**config.mk**
```make
export PLATFORM = sky130hd
export DESIGN_NAME = wb_rr_arbiter
export DESIGN_NICKNAME = d
export VERILOG_FILES = /design/src/rtl/copperv_pkg.sv /design/src/rtl/rr_select.sv /design/src/rtl/wb_rr_arbiter.sv
export SDC_FILE = /design/constraint.sdc
export NUM_CORES = 1
export LEC_CHECK = 0
export ABC_AREA = 1
export CAP_MARGIN = 20
export CORE_AREA = 2 2 110 112
export DETAILED_ROUTE_END_ITERATION = 6
export DIE_AREA = 0 0 112 114
export GPL_ROUTABILITY_DRIVEN = 0
export HOLD_SLACK_MARGIN = 0.05
export SYNTH_ARGS = -nofsm -noshare
export SYNTH_HDL_FRONTEND = slang
export SYNTH_SLANG_ARGS = --single-unit
```
**constraint.sdc**
```tcl
create_clock -name clock -period 1.1 [get_ports clock]
set_input_delay 0.22 -clock clock [delete_from_list [all_inputs] [get_ports clock]]
set_output_delay 0.22 -clock clock [all_outputs]
set_load 0.01 [all_outputs]
```
**src/rtl/copperv_pkg.sv**
```systemverilog
// copperv_pkg: enums and limits shared by the copperv bus controllers.
// The Wishbone round-robin arbiter imports its state type from here.
package copperv_pkg;

    // Arbiter ownership state: either nobody holds the slave port, or one
    // master has been latched as the owner.
    typedef enum logic {
        IDLE  = 1'b0,
        OWNED = 1'b1
    } arb_state_e;

    localparam int ARB_MIN_MASTERS = 2;
    localparam int ARB_MAX_MASTERS = 8;

endpackage

```
**src/rtl/rr_select.sv**
```systemverilog
// rr_select: combinational rotating first-one picker.
// Ports:
//   req     - request vector, one bit per master
//   pointer - index at which the search starts; the search wraps n-1 -> 0
//   pick    - one-hot of the first requester found, all-zero if none
module rr_select #(
    parameter int n  = 2,
    parameter int pw = (n > 1) ? $clog2(n) : 1
) (
    input  logic [n-1:0]  req,
    input  logic [pw-1:0] pointer,
    output logic [n-1:0]  pick
);

    logic          found;
    logic [pw-1:0] idx;

    always_comb begin
        pick  = '0;
        found = 1'b0;
        idx   = '0;
        for (int k = 0; k < n; k++) begin
            idx = pw'((int'(pointer) + k) % n);
            if (!found && req[idx]) begin
                pick[idx] = 1'b1;
                found     = 1'b1;
            end
        end
    end

endmodule

```
**src/rtl/wb_rr_arbiter.sv**
```systemverilog
// wb_rr_arbiter: shares one Wishbone slave port among m_count masters with
// round-robin priority. Ownership is taken one cycle after a request is seen
// in IDLE and held until the owner drops m_cyc; at least one IDLE cycle
// separates two owners.
// Ports:
//   clock, reset          - rising-edge clock, synchronous active-high reset
//   m_cyc/m_stb/m_we      - per-master controls (bit i = master i)
//   m_adr/m_dat_w/m_sel   - per-master address/data/byte-select, slice i = master i
//   m_ack                 - per-master acknowledge (only the owner ever sees it)
//   m_dat_r               - slave read data, broadcast
//   s_*                   - slave-side Wishbone port
//   grant                 - one-hot current owner, zero when idle
`ifndef BUS_WIDTH
`define BUS_WIDTH 32
`endif

module wb_rr_arbiter
    import copperv_pkg::*;
#(
    parameter int m_count    = 2,
    parameter int addr_width = `BUS_WIDTH,
    parameter int data_width = `BUS_WIDTH
) (
    input  logic                              clock,
    input  logic                              reset,
    input  logic [m_count-1:0]                m_cyc,
    input  logic [m_count-1:0]                m_stb,
    input  logic [m_count-1:0]                m_we,
    input  logic [m_count*addr_width-1:0]     m_adr,
    input  logic [m_count*data_width-1:0]     m_dat_w,
    input  logic [m_count*data_width/8-1:0]   m_sel,
    output logic [m_count-1:0]                m_ack,
    output logic [data_width-1:0]             m_dat_r,
    output logic                              s_cyc,
    output logic                              s_stb,
    output logic                              s_we,
    output logic [addr_width-1:0]             s_adr,
    output logic [data_width-1:0]             s_dat_w,
    output logic [data_width/8-1:0]           s_sel,
    input  logic [data_width-1:0]             s_dat_r,
    input  logic                              s_ack,
    output logic [m_count-1:0]                grant
);

    localparam int sel_width = data_width / 8;
    localparam int pw        = $clog2(m_count);

    arb_state_e         state_q, state_d;
    logic [pw-1:0]      ptr_q, ptr_d;
    logic [pw-1:0]      owner_q, owner_d;
    logic [m_count-1:0] grant_q, grant_d;
    logic [m_count-1:0] pick;
    logic [pw-1:0]      pick_idx;

    rr_select #(
        .n  (m_count),
        .pw (pw)
    ) u_rr_select (
        .req     (m_cyc),
        .pointer (ptr_q),
        .pick    (pick)
    );

    always_comb begin
        pick_idx = '0;
        for (int i = 0; i < m_count; i++) begin
            if (pick[i]) pick_idx = pw'(i);
        end
    end

    always_ff @(posedge clock) begin
        if (reset) begin
            state_q <= IDLE;
            ptr_q   <= '0;
            owner_q <= '0;
            grant_q <= '0;
        end else begin
            state_q <= state_d;
            ptr_q   <= ptr_d;
            owner_q <= owner_d;
            grant_q <= grant_d;
        end
    end

    always_comb begin
        state_d = state_q;
        ptr_d   = ptr_q;
        owner_d = owner_q;
        grant_d = grant_q;
        case (state_q)
            IDLE: begin
                if (|m_cyc) begin
                    state_d = OWNED;
                    owner_d = pick_idx;
                    grant_d = pick;
                    // Next search starts just above the new owner.
                    ptr_d   = (pick_idx == pw'(m_count - 1)) ? '0 : pick_idx + pw'(1);
                end
            end
            OWNED: begin
                // Other requests are deliberately ignored here; only the
                // owner's release matters, and release always lands in IDLE
                // so the next grant is at least one cycle away.
                if (!m_cyc[owner_q]) begin
                    state_d = IDLE;
                    grant_d = '0;
                end
            end
            default: begin
                state_d = IDLE;
                grant_d = '0;
            end
        endcase
    end

    always_comb begin
        s_cyc   = 1'b0;
        s_stb   = 1'b0;
        s_we    = 1'b0;
        s_adr   = '0;
        s_dat_w = '0;
        s_sel   = '0;
        if (state_q == OWNED) begin
            s_cyc   = m_cyc[owner_q];
            s_stb   = m_stb[owner_q];
            s_we    = m_we[owner_q];
            s_adr   = m_adr[owner_q*addr_width +: addr_width];
            s_dat_w = m_dat_w[owner_q*data_width +: data_width];
            s_sel   = m_sel[owner_q*sel_width +: sel_width];
        end
    end

    // Ack follows the registered grant, so an owner that drops m_cyc in the
    // ack cycle still receives that ack.
    assign m_ack   = grant_q & {m_count{s_ack}};
    assign m_dat_r = s_dat_r;
    assign grant   = grant_q;

endmodule

```
== Word level (Yosys, flattened, before mapping) ==
Cells that the tools add are included.

* Output and inout bits: 107
* Word-level logic and storage cells: 57
* Register bits after elaboration: 5
* Input port bits: 177

* Add/subtract/negate cells: 2
* Shift operators: 3
* Magnitude comparators: 5
* Reduce and logical (&&, ||, !) cells: 7
* Bitwise logic cells: 3
* Equality and inequality tests: 2
* Muxes and demuxes: 31

{| class="wikitable"
|+ Operators by type and width
! operator !! number
|-
| 64-bit by 7-bit indexed part select with 32-bit output || 2
|-
| 32-bit 2-to-1 mux || 2
|-
| 1-bit 2-to-1 mux || 20
|-
| 2-bit 2-to-1 mux || 4
|-
| 8-bit by 4-bit indexed part select with 4-bit output || 1
|-
| 1-bit by 2-bit < comparator with 1-bit output (second input constant) || 3
|-
| 4-bit 2-to-1 mux || 1
|-
| 2-bit != test (second input constant) || 2
|-
| 2-bit one-hot mux with 2 select lines || 1
|-
| 2-bit AND reduction || 2
|-
| 1-bit logical AND || 3
|-
| 1-bit adder (second input constant) || 2
|-
| 2-bit bitwise AND || 1
|-
| 1-bit demux with 1-bit select || 2
|-
| 1-bit >= comparator (second input constant) || 2
|-
| 2-bit OR || 1
|-
| 1-bit one-hot mux with 2 select lines || 1
|-
| 2-bit OR reduction || 1
|-
| 1-bit logical NOT || 1
|-
| 1-bit NOT || 1
|}

== Depth between registers and ports, before layout ==
Gate-level depths: netlist (run 1).

* Depth after elaboration: 10
* Gate-level depth with buffers: 7
* Gate-level depth less buffers: 6

== By module ==
A second synthesis (run 1) with hierarchy kept.

* Cell total of the unflattened synthesis: 300
* Area, all modules: 1488.9 um2

{| class="wikitable"
|+ Modules (own cells, without submodules)
! module !! times used !! cells an instance !! area an instance (um2) !! sequential area each (um2)
|-
| wb_rr_arbiter || 1 || 296 || 1461.4 || 100.1
|-
| rr_select || 1 || 4 || 27.5 || 0.0
|}

== Worst setup path after synthesis (run 1) ==
OpenSTA, ideal clock, no wires.

* Path kind: reg-to-output
* Start: register owner_q
* End: output port s_dat_w[11]
* Data required time: 0.880 ns
* Setup slack: 0.025 ns
* Arrival time: 0.855 ns
* Stages on the path, launching flop included: 5
* Cell sequence: dfxtp_1 > buf_6 > clkbuf_2 > o21ai_0 > nor2_1

* Word-level cells in the longest chain between the ends: 2

{| class="wikitable"
|+ Ends and longest elaborated chain
! element !! RTL line !! source
|-
| start: declaration || wb_rr_arbiter.sv:50 || <nowiki>logic [pw-1:0] owner_q, owner_d;</nowiki>
|-
| start signal: assignment || wb_rr_arbiter.sv:80 || <nowiki>owner_q <= owner_d;</nowiki>
|-
| 64-bit by 7-bit indexed part select with 32-bit output || wb_rr_arbiter.sv:128 || <nowiki>s_dat_w = m_dat_w[owner_q*data_width +: data_width];</nowiki>
|-
| 32-bit 2-to-1 mux || wb_rr_arbiter.sv:123 || <nowiki>if (state_q == OWNED) begin</nowiki>
|-
| end: declaration || wb_rr_arbiter.sv:38 || <nowiki>output logic [data_width-1:0] s_dat_w,</nowiki>
|}

No other way between the ends.

== Worst setup path after layout (run 1) ==
* Start: register owner_q
* End: output port s_dat_w[20]

The elaborated chain is that of the path after synthesis.

==> impl_metrics.ini, run 1 <==
[run_status]
status = finished with violations
violations = negative setup slack

[critical_path]
reg2reg_slack_ns = -0.20
setup.worst_path.start_class = flop
crit_buf_inv = 5
slowest_delay_ns = 0.40
path_max_fanout = 6
crit_arrival_ns = 1.35
crit_chain = buf_8 > inv_12 > buf_12 > buf_6 > nor2_4 > nor2_2 > buf_2
worstPathRequired_ns = 0.88
critical-path-slowest-cell = dfxtp_4
crit_type = flop to output port
setup.worst_path.end_class = output port
crit_family = buffers and inverters

[yosys]
syn_inst = 297
synth.avg_cell_area_um2 = 5.00
synth_top_cell_by_area = nor2_1
synth_nets = 474
synth_area_leaders = nor2_1 35%, buf_4 20%, o21ai_0 19%, dfxtp_1 6.7%, o21ai_1 4.7%
yosys_warnings = 0
synth_seq_area_share_pct = 6.73
synth_top_area_share_pct = 35.4
ys_types = 17
ys_seq_elements = 5
synth_area_mm2 = 0.00149

[grt]
grtUsageTotal_pct = 13.3
grt_pass1_wl_um = 13700
antenna_found_initial = 0
grt-ovfl-total = 0
grt_start_max_net_pins = 40
grt_pass1_vias = 2642

[clock_network]
worstSkewPairLatency_ns = 0.23
cts_root_buf = clkbuf_16
cts_buffers = 3
clk_path_buf_depth = 2
cts.htree.levels = 1
clkSinkCount = 5
clk_pin_slew_ns = 0.03
cts_tree = built
cts_hold_buf = 0

[cells_and_area]
fin_nets = 676
area_delta_synth_final_pct = 171
utilization_pct = 34.4
drive_gt1_share_pct = 36.1
diodes = 0

[sta]
finalMaxSlewViolations = 0
timing.final.ws_setup_ns = -0.468
rsz0062_at_grt = true
skew_ns = 0.000346
max_slew_margin_pct = 81.4
setup_tns_ns = -27.86
finalCriticalPeriod_ns = 1.57
holdWs_ns = 0.440
finalHoldViolations = 0
fmax_mhz = 638
finalCritPeriodShare_pct = 143
setup_violations = 74
max_slew.worst_pin.slew_ns = 0.278

[power]
total_power_uw = 2630
p_leak_uw = 0.00182
vdd_ir_drop_max_mv = 0.445
pwr_density_cell_mw_per_mm2 = 653

[flow_run]
maxCapViolations = 0

[floorplanning]
pin_count = 284
dieArea_mm2 = 0.0128
die_w_um = 112
coreArea_mm2 = 0.0117
fp.dieH_um = 114
initial_core_util_pct = 12.7
rows = 40

[placed_design]
dpl.hpwl_um = 6350
io_buffers = 219

[routing]
vias = 2701
drtAntennaViolNets = 0
drt_wl_total_um = 9530
first_pass_iters = 4
wl_per_cell_um = 14.8
drtIter0Drc = 90
route.detailed.drc = 0
routed_via_density = 4.19

[worst_hold_path]
hold_class = input pin to output port
==> report_power, final <==
group	leakage [uW]	internal, uW	switching (uW)
Sequential	0.0000430	198	27.0
Combinational	0.00174	1010	784
Clock	0.0000382	482	133
Total	0.00182	1690	944
==> final timing paths <==
path,end,depth (start not counted),startpoint
min,m_dat_r[31],0,s_dat_r[31]
max,s_dat_w[20],7,owner_q
max reg2reg,grant[0],9,owner_q
min reg2reg,grant[0],2,grant[0]
==> layout make-up <==
type,instances,area (um^2)
repair buffers,251,2360
well taps,147,184
fillers,1303,7680
multi-input cells,230,1250
clock buffers,4,78.8
flip-flops and latches,5,109
repair inverters,1,11.3
inverters,7,41.3
==> what timing repair did <==
item	CTS	global route
setup buffers	8	3
gates cloned	8	2
endpoints found under the setup margin	78	78
gates resized for setup	367	84
pin swaps	9	18
==> layout by cell type, fill, tap and decap left out, types with 2 or more instances in the layout <==
cell and instances:
clkdlybuf4s50_1 142, nor2_1 101, buf_2 71, o21ai_1 38, nor2_2 26, o21ai_0 18
nor2_4 13, o21ai_2 13, buf_12 11, buf_6 8, buf_4 6, nand2_1 5
clkbuf_16 4, buf_16 4, buf_8 4, inv_1 3, nand2_2 3, a21oi_2 3
o21ai_4 2, inv_2 2, nand2_4 2, nand3_1 2, a21oi_1 2, dfxtp_1 2
dlygate4sd2_1 2, dfxtp_4 2
==> logic make-up after synthesis <==
kind of cell	Yosys count	synth area share (%)
and+or+nand+nor	153	39.6
AOI/OAI and AO/OA	77	26.1
buffers and inverters	62	27.6
DFF	5	6.73
==> flip-flops by register name, summed over array words and instances (netlist names) <==
register / cells
ptr_q: 1
grant: 2
state_q: 1
owner_q: 1
==> cell usage after synthesis, drive strengths merged <==
cell / count
nor2: 140
o21ai: 71
buf: 49
nand2: 10
inv: 7
clkbuf: 6
a21oi: 5
dfxtp: 5
nand3: 3
o211ai: 1
==> metal layers <==
metal / track usage (%) / up-vias / wire, um
li1: - / 1324 / -
met1: 16.4 / 1210 / 4020
met2: 22.7 / 149 / 4560
met3: 3.72 / 18 / 765
met4: 3.66 / 0 / 187
met5: 0 / - / 0
==> through the flow <==
step           worst slack [ns]  cell area (um^2)  instances
6_report                 -0.468              4030        645
3_3_place_gp             -0.600              3690        624
4_1_cts                  -0.521              3940        643
2_1_floorplan            0.0248              1490        297
3_5_place_dp             -0.596              3690        624
5_1_grt                  -0.524              4030        645
No activity file was read; power rests on OpenSTA's default activity.
==> run 2, diff against run 1 <==
Settings changed: CELL_PAD_IN_SITES_DETAIL_PLACEMENT from default to 0, CELL_PAD_IN_SITES_GLOBAL_PLACEMENT from default to 1, CORE_AREA 2 2 110 112 to default, CORE_MARGIN from default to 2, CORE_UTILIZATION from default to 10, DIE_AREA 0 0 112 114 to default, PLACE_DENSITY_LB_ADDON from default to 0.1.
==> impl_metrics.ini, run 2 (same netlist as run 1, synthesis figures left out) <==
[worst_hold_path]
holdPathStages = 0
hold_class = input pin to output port

[sta]
finalHoldViolations = 0
rsz0062_at_grt = true
timing.final.ws_setup_ns = -0.457
max_slew_margin_pct = 81.8
finalCriticalPeriod_ns = 1.56
setup_violations = 76
skew_ns = 0.00154
finalCritPeriodShare_pct = 142
max_slew.worst_pin.slew_ns = 0.272
fmax_mhz = 642
finalMaxSlewViolations = 0

[cells_and_area]
fin_nets = 693
largest_register_ffs = 2
diodes = 0
layout_commonest_cell = clkdlybuf4s50_1
final_cell_mix = 142 x clkdlybuf4s50_1, 99 x nor2_1, 72 x buf_2
utilization_pct = 31.4
area_delta_synth_final_pct = 207
drive_gt1_share_pct = 45.0
fillCellCount = 1602

[flow_run]
maxCapViolations = 0

[clock_network]
cts_hold_buf = 0
cts_root_buf = clkbuf_16
cts_tree = built
cts.htree.levels = 1
worstSkewPairLatency_ns = 0.23
clk_path_buf_depth = 2
clk_pin_slew_ns = 0.03
clkSinkCount = 5
cts_buffers = 3

[power]
total_power_uw = 2940
p_leak_uw = 0.00198
pwr_density_cell_mw_per_mm2 = 644
vdd_ir_drop_max_mv = 0.671

[run_status]
violations = negative setup slack
status = finished with violations

[placed_design]
place_ws_ns = -0.644
io_buffers = 219
dpl.hpwl_um = 6530

[routing]
drtIter0Drc = 55
route.detailed.drc = 0
vias = 2734
wl_per_cell_um = 15.7
routed_via_density = 3.91
drt_wl_total_um = 11000
drtAntennaViolNets = 0
first_pass_iters = 4

[grt]
grt_pass1_wl_um = 16400
grt_start_max_net_pins = 16
antenna_found_initial = 0
grt_pass1_vias = 2835
grtUsageTotal_pct = 13.1
grt-ovfl-total = 0

[critical_path]
worstPathRequired_ns = 0.88
setup.worst_path.end_class = output port
setup.worst_path.start_class = flop
reg2reg_depth = 9
crit_arrival_ns = 1.34
crit_type = flop to output port
path_max_fanout = 6

[floorplanning]
dieArea_mm2 = 0.0159
rows = 44
pin_count = 284
die_w_um = 126
fp.dieH_um = 126
coreArea_mm2 = 0.0145
initial_core_util_pct = 10.2
-- run 2: cell count changes in the layout (fill, tap and decap cells not counted), sizes merged --
cell         previous run  this run
dlygate4sd2             2         3
buf                   104       123
clkbuf                  6         4
inv                     8         6
clkinv                  0         1
-- run 2: layer usage --
layer	up-vias	routed length, um	global-route usage, %	share of wire [%]
met5	-	0	0	0
met2	143	5450	23.7	50
met3	18	798	2.42	7.3
li1	1355	-	-	-
met1	1218	4530	16.1	41
met4	0	196	2.84	1.8
-- run 2: path summary, 6_finish.rpt --
check / startpoint / to / slack, ns
worst min-delay path: s_dat_r[17] / m_dat_r[17] / 0.44
worst min register to register: grant[1] / grant[1] / 0.47
worst max-delay path: owner_q / s_cyc / -0.46
worst max register to register: owner_q / grant[1] / -0.25
-- run 2: critical path, cell delays in order (launching register included) --
cell,delay (ns)
dfxtp_4,0.43
clkinv_8,0.11
buf_12,0.15
buf_16,0.14
nand2_4,0.06
nand3_4,0.07
inv_2,0.06
buf_6,0.09
-- run 2: report_power, final --
group | internal (uW) | switching, uW
Sequential | 198 | 30.6
Combinational | 1210 | 908
Clock | 480 | 117
-- run 2: what timing repair did --
action	in CTS	in global routing
cloned	17	0
setup buffers	21	9
resized for setup	439	95
setup endpoints to repair	80	77
hold endpoints to repair	0	0
pin swaps	18	54
-- run 2: metrics by stage --
stage                     TNS [ns]  area [um^2]  hold slack (ns)  std cells
after floorplan                  0         1490            0.289        297
after global placement      -40.79         3690            0.440        658
after detailed placement    -41.09         3690            0.440        658
after CTS                   -30.98         4440            0.440        700
after global routing        -32.81         4570            0.440        699
final                       -27.57         4570            0.440        699
-- run 2: cell type report --
class / instances / area [um^2] / area share, %
Clock buffer: 4 / 78.8 / 1.73
Inverter: 7 / 43.8 / 0.959
Multi-Input combinational cell: 230 / 1430 / 31.2
Sequential cell: 5 / 109 / 2.38
Tap cell: 184 / 230 / 5.04
Timing Repair Buffer: 269 / 2680 / 58.7
